### src/rtl/boid_frame_reader.sv
// Display-side reader for a double-buffered boid frame store: streams VGA pixel
// addresses into the front buffer and swaps buffers when the writer has a frame ready.
module boid_frame_reader #(
    parameter int unsigned VIDEO_WIDTH         = 640,
    parameter int unsigned VIDEO_HEIGHT        = 480,
    parameter int unsigned PIXEL_ADDRESS_WIDTH = 19
) (
    input  logic                           clock,
    input  logic                           reset,
    input  logic [9:0]                     pixel_x,
    input  logic [8:0]                     pixel_y,
    input  logic                           active,
    input  logic                           screenEnd,
    input  logic                           writer_done,
    output logic [PIXEL_ADDRESS_WIDTH-1:0] read_addr,
    output logic                           read_buf,
    output logic                           write_buf,
    input  logic                           read_data,
    output logic                           pixel_out,
    output logic                           pixel_valid,
    output logic                           clear_back,
    output logic [7:0]                     swap_count,
    output logic [7:0]                     missed_count
);

    localparam int unsigned AW = PIXEL_ADDRESS_WIDTH;
    localparam logic [AW-1:0] WIDTH_MUL = AW'(VIDEO_WIDTH);
    localparam logic [10:0]   X_LIMIT   = 11'(VIDEO_WIDTH);
    localparam logic [9:0]    Y_LIMIT   = 10'(VIDEO_HEIGHT);

    typedef enum logic [1:0] {
        WAIT_FIRST = 2'd0,
        SCAN       = 2'd1,
        SWAP       = 2'd2
    } state_t;

    state_t          state_q;
    logic            frame_ready_q;
    logic            read_buf_q;
    logic            write_buf_q;
    logic            clear_back_q;
    logic [7:0]      swap_count_q;
    logic [7:0]      missed_count_q;

    logic [AW-1:0]   read_addr_q;
    logic [AW-1:0]   read_addr_d;
    logic [AW-1:0]   row_base_c;
    logic            in_range_c;
    logic            valid_s1_q;
    logic            valid_s2_q;
    logic            pixel_valid_q;
    logic            pixel_valid_d;
    logic            pixel_out_q;

    // y * VIDEO_WIDTH as a sum of shifted copies of y (set bits of the constant only)
    always_comb begin
        row_base_c = '0;
        for (int i = 0; i < int'(AW); i++) begin
            if (WIDTH_MUL[i]) begin
                row_base_c = row_base_c + (AW'(pixel_y) << i);
            end
        end
    end

    always_comb begin
        in_range_c    = active && ({1'b0, pixel_x} < X_LIMIT) && ({1'b0, pixel_y} < Y_LIMIT);
        read_addr_d   = in_range_c ? (AW'(pixel_x) + row_base_c) : '0;
        pixel_valid_d = valid_s2_q && (state_q != WAIT_FIRST);
    end

    // Three-stage pixel pipeline: address, RAM read, output; never flushed by a swap
    always_ff @(posedge clock) begin
        if (reset) begin
            read_addr_q   <= '0;
            valid_s1_q    <= 1'b0;
            valid_s2_q    <= 1'b0;
            pixel_valid_q <= 1'b0;
            pixel_out_q   <= 1'b0;
        end else begin
            read_addr_q   <= read_addr_d;
            valid_s1_q    <= in_range_c;
            valid_s2_q    <= valid_s1_q;
            pixel_valid_q <= pixel_valid_d;
            pixel_out_q   <= read_data && pixel_valid_d;
        end
    end

    // Buffer-swap control; swap effects register on the edge leaving SWAP so a
    // reset during SWAP cancels them, including the clear_back pulse
    always_ff @(posedge clock) begin
        if (reset) begin
            state_q        <= WAIT_FIRST;
            frame_ready_q  <= 1'b0;
            read_buf_q     <= 1'b0;
            write_buf_q    <= 1'b1;
            clear_back_q   <= 1'b0;
            swap_count_q   <= 8'd0;
            missed_count_q <= 8'd0;
        end else begin
            clear_back_q <= 1'b0;
            case (state_q)
                WAIT_FIRST: begin
                    if (writer_done) begin
                        frame_ready_q <= 1'b1;
                    end
                    if (screenEnd) begin
                        state_q <= SCAN;
                    end
                end
                SCAN: begin
                    if (screenEnd) begin
                        if (frame_ready_q || writer_done) begin
                            frame_ready_q <= 1'b1;
                            state_q       <= SWAP;
                        end else if (missed_count_q != 8'hFF) begin
                            missed_count_q <= missed_count_q + 8'd1;
                        end
                    end else if (writer_done) begin
                        frame_ready_q <= 1'b1;
                    end
                end
                SWAP: begin
                    read_buf_q    <= ~read_buf_q;
                    write_buf_q   <= ~write_buf_q;
                    frame_ready_q <= writer_done;
                    swap_count_q  <= swap_count_q + 8'd1;
                    clear_back_q  <= 1'b1;
                    state_q       <= SCAN;
                end
                default: begin
                    state_q <= WAIT_FIRST;
                end
            endcase
        end
    end

    assign read_addr    = read_addr_q;
    assign read_buf     = read_buf_q;
    assign write_buf    = write_buf_q;
    assign pixel_out    = pixel_out_q;
    assign pixel_valid  = pixel_valid_q;
    assign clear_back   = clear_back_q;
    assign swap_count   = swap_count_q;
    assign missed_count = missed_count_q;

endmodule
### config.mk
export PLATFORM = sky130hd
export DESIGN_NAME = boid_frame_reader
export DESIGN_NICKNAME = d
export VERILOG_FILES = /design/src/rtl/boid_frame_reader.sv
export SDC_FILE = /design/constraint.sdc
export NUM_CORES = 1
export LEC_CHECK = 0
export CAP_MARGIN = 25
export CORE_UTILIZATION = 47
export CTS_CLUSTER_DIAMETER = 100
export DETAILED_ROUTE_END_ITERATION = 10
export PLACE_DENSITY = 0.8
export SLEW_MARGIN = 10
export SYNTH_ARGS = -nofsm -noshare
export SYNTH_HDL_FRONTEND = slang
export SYNTH_SLANG_ARGS = --single-unit
### constraint.sdc
create_clock -name clock -period 3 [get_ports clock]
set_input_delay 0.6 -clock clock [delete_from_list [all_inputs] [get_ports clock]]
set_output_delay 0.6 -clock clock [all_outputs]
set_load 0.01 [all_outputs]
Word-level counts from Yosys, hierarchy flattened. Cells that the tools add are included.

Register bits: 45. Latch bits: 0. Memory bits (writable): 0. Memory bits (read-only): 0. Input port bits: 25. Logic and storage cells: 50. Memories: 0.

Add/sub/neg operators: 4. Multiply operators: 0. Div/mod/pow operators: 0. $lt $le $gt $ge: 2. Equal/unequal tests: 7. Shift-type cells: 0. Multiplexer cells: 9. Bitwise logic cells: 4. Reduce and logical (&&, ||, !) cells: 12.

Operators with widths (number): 10-bit by 19-bit adder with 19-bit output (1); 16-bit by 18-bit adder with 19-bit output (1); 8-bit by 1-bit adder with 8-bit output, second input constant (2); 10-bit < comparator, second input constant (1); 9-bit < comparator, second input constant (1); 8-bit != test, second input constant (1); 2-bit 2-to-1 mux (3); 2-bit != test, second input constant (3); 2-bit case mux with 3 select lines (1); 1-bit logical AND (4); 1-bit 2-to-1 mux (4); 1-bit NOT (4); 4-bit AND reduction (1); 3-bit != test, second input constant (1); 1-bit case mux with 3 select lines (1); 3-bit AND reduction (1); 3-bit nonzero test (1); 2-bit by 1-bit == test with 1-bit output, second input constant (1); 2-bit == test, second input constant (1); 2-bit logical NOT (1); 2-bit AND reduction (1); 2-bit nonzero test (1); 2-bit OR reduction (1); 1-bit logical OR (1).

Longest topological paths before layout. Gate-level depths: netlist (run 1).

Word-level depth: 5. Depth in mapped cells: 9.

Worst setup path before layout (run 1). Ideal clock, no wire load.

Kind: input to register. From: input port pixel_x[9]. To: register read_addr_q[15] (netlist: read_addr[15]). Library setup time: 127 ps. Arrival: 2423 ps. Setup slack: 451 ps. Stages on the path: 9. Buffers on the path: 0. Cell sequence: inv_1 -> fa_1 -> inv_1 -> ha_1 -> a211oi_1 -> o21ai_0 -> a21boi_0 -> xor2_1 -> nor2_1.

Cells in the longest elaborated chain, start to end: 5.

Ends and longest elaborated chain: start: declaration (line 10) `input logic [9:0] pixel_x,`; 10-bit < comparator (line 66) `in_range_c = active && ({1'b0, pixel_x} < X_LIMIT) && ({1'b0, pixel_y} < Y_LIMIT);`; 1-bit logical AND (2 in a row) (line 66); 1-bit NOT (no line); 2-bit OR reduction (no line); end signal: assignment (line 80) `read_addr_q <= read_addr_d;`; end: declaration (line 45) `logic [AW-1:0] read_addr_q;`.

Parallel ways exist; a longest one is shown, timed or not. A chain may end at the register's enable or synchronous reset.

Final worst setup path (run 1).
From: input port pixel_x[9]. To: register read_addr_q[16] (netlist: read_addr[16]).

The elaborated chain is that of the path after synthesis.

==> results of run 1 <==
## power by group through the flow
| stage | Combinational [mW] | Sequential, mW | Clock [mW] |
|---|---|---|---|
| floorplan | 0.190 | 0.662 | 0 |
| global placement | 0.310 | 0.656 | 0 |
| detailed placement | 0.313 | 0.656 | 0 |
| CTS | 0.315 | 0.642 | 0.380 |
| global route | 0.353 | 0.646 | 0.403 |
| finish | 0.316 | 0.642 | 0.365 |
## cell families after synthesis
| group | synth area share [%] |
|---|---|
| buffers and inverters | 2.96 |
| multiplexers | 1.39 |
| flip-flops | 41.8 |
| adder cells (fa/ha/maj) | 15.2 |
| AND/OR/NAND/NOR | 19.2 |
| XOR/XNOR | 6.91 |
| AO/OA/AOI/OAI | 12.5 |
## cell type report
cell class | count | share of cell area, %
flip-flops and latches | 45 | 30.3
multi-input cells | 163 | 40.2
repair buffers | 69 | 22.8
inverters | 13 | 1.64
clock buffers | 7 | 2.90
well taps | 52 | 2.19
## sequential cells by signal (all words and copies together), names as in the netlist
name,cells
missed_count,8
valid_s2_q,1
valid_s1_q,1
swap_count,8
pixel_valid,1
frame_ready_q,1
state_q,2
read_addr,19
write_buf,1
clear_back,1
pixel_out,1
read_buf,1
## cell usage after synthesis (all sizes together)
master	n	area [um2]
o21a	3	22.5
mux2i	3	30.0
o21bai	1	7.51
o211a	1	10.0
nand4	5	31.3
or2	1	6.26
fa	2	40.0
o32ai	1	8.76
o31a	1	8.76
a41oi	1	8.76
xor2	12	105
nand2b	1	6.26
xnor2	5	43.8
nor2	33	124
a311oi	1	15.0
a2111oi	1	27.5
nor3	7	35.0
a21o	1	7.51
and2	10	62.6
nand3	3	15.0
o21ai	9	45.0
nor3b	1	7.51
o31ai	1	7.51
dfxtp	45	901
a211oi	3	22.5
a21oi	11	55.1
a21boi	2	15.0
and4	1	8.76
and3	1	6.26
ha	23	288
a2bb2oi	1	8.76
nand2	7	26.3
or3	3	18.8
nand4bb	1	27.5
nor2b	6	37.5
inv	13	48.8
clkbuf	4	15.0
## per-stage QoR
step	utilization, %	instance area (um2)	std cells
3_5_place_dp	65.8	2880	342
3_3_place_gp	65.8	2880	342
5_1_grt	67.8	2970	349
2_1_floorplan	-	2150	225
6_report	67.8	2970	349
4_1_cts	67.7	2970	349
## routing by layer
layer	up-vias	global-route usage, %	wire length [um]
met5	-	0	0
met4	0	6.00	61
met3	5	4.51	148
met2	38	33.4	2090
met1	799	24.4	2040
li1	918	-	-
## worst min path at each step
stage / slack [ps] / start / to
6_report: 460 / valid_s1_q / valid_s2_q
3_5_place_dp: 450 / valid_s1_q / valid_s2_q
5_1_grt: 470 / valid_s1_q / valid_s2_q
4_1_cts: 460 / valid_s1_q / valid_s2_q
3_3_place_gp: 420 / valid_s1_q / valid_s2_q
2_1_floorplan: 410 / valid_s1_q / valid_s2_q
==> impl_metrics.ini, run 1 <==
[timing]
period_minus_slack_ps = 2760
setup_viol = 0
fin_skew_ps = 7.86
rsz0062_at_grt = false
final_hold_viol_count = 0
relSlewSlack_pct = 71.7
slew_violations = 0
tns_ps = 0
setup_ws_ps = 238
tightest_slew_ps = 423
hold_slack_ps = 459
period_share_pct = 92.1
fmax_mhz = 362

[routing]
via_count = 1760
ant_nets = 0
firstDrtPassIters = 4
via_per_inst = 5.04
drt_iter0_drc = 41
drc_errors = 0
drt_wl_total_um = 4340
routedWlPerCell_um = 12.4

[floorplanning]
dieHeight_um = 69.7
rows = 24
core-area_mm2 = 0.00438
die-area_mm2 = 0.00486
initial_core_util_pct = 49.1
die_x_um = 69.7
ios = 65

[synth]
syn_area_mm2 = 0.00215
ys_ff_latch = 45
ys_types = 37
synth_warnings = 0
syn-num-nets = 275
synth.avg_cell_area_um2 = 9.58
syn_inst = 225
yosysSeqAreaShare_pct = 41.8

[setup_path]
setup.worst_path.end = read_addr[16]
critPathTopFamily = adder cells
worstSetupStartpointType = input pin
slowest_stage = clkdlybuf4s50_1
cp-end-kind = flip-flop
critPathArrivalTime_ps = 2930
path_cells = clkdlybuf4s50_1 -> inv_1 -> fa_1 -> buf_4 -> fa_1 -> nor2b_1 -> o31a_1 -> o32ai_1 -> xor2_1 -> nor2_1
path_depth = 10
cp_data_required_time_ps = 3170
worstSetupPathType = input pin to flip-flop
cpPeakStageDelay_ps = 480
critPathLaunch = pixel_x[9]
rr_endpoint = missed_count[6]
r2r_cells = 7
timing.reg2reg.setup_slack_ps = 1230
path_common_cell = fa_1
rr_startpoint = state_q[1]
crit_buf_inv = 3
worst-path-max-fanout = 4

[power_and_ir_drop]
power_switching_mw = 0.350
clock_power_share_pct = 27.6
p_leak_nw = 1.19
power_mw = 1.32
pwr-share-seq_pct = 48.5
p_int_mw = 0.973
power-per-cell-area_mw_per_mm2 = 445
p_sw_share_pct = 26.5
vdd_drop_max_uv = 303
comb_power_share_pct = 23.9

[clock_tree]
clockBufferDepth = 2
hold_buffers = 0
cts_buffers = 5
clk_latency_ps = 290
htreeDepth = 2
cts.reportedPaths.clkPinSlew_ps = 70
cts_setup_buffers = 0
cts_resized = 0
cts_root_buf = clkbuf_8
clock_sink_count = 45
cts_tree = yes

[grt]
grt_util_all_layers_pct = 19.5
antenna_found_initial = 0
grt_max_degree = 25
grt_pass1_wl_um = 7560
grt_pass1_vias = 1703
grt_overflow_total = 0

[worst_hold_path]
hold_depth = 1
hold_class = flip-flop to flip-flop

[cells_and_area]
seqCellArea_um2 = 901
fillerInstances = 381
layout_common_cells = clkdlybuf4s50_1 (64), dfxtp_1 (45), nor2_1 (33), ha_1 (23), inv_1 (13)
fin_nets = 347
layout_commonest_cell = clkdlybuf4s50_1
area_delta_synth_final_pct = 38.0
n_antenna_cell = 0
multi_input_area_mm2 = 0.00119
layout-drive-gt1-share_pct = 5.39

[placement]
gp_congestion = 0.830
port_buffers = 64
pre_cts_slack_ps = -152
hpwlAfterDp_um = 3390

[status]
status = finished clean

[job]
cap_violations = 0
Power figures use the tool's default switching activity.
==> inputs of run 2 (changes only) <==
--- a/config.mk
+++ b/config.mk
@@ -10,7 +10,6 @@
 export CTS_CLUSTER_DIAMETER = 100
 export DETAILED_ROUTE_END_ITERATION = 10
 export PLACE_DENSITY = 0.8
-export SLEW_MARGIN = 10
 export SYNTH_ARGS = -nofsm -noshare
 export SYNTH_HDL_FRONTEND = slang
 export SYNTH_SLANG_ARGS = --single-unit
==> results of run 2 <==
The final DEF is identical to that of run 1; final timing and power are the same.
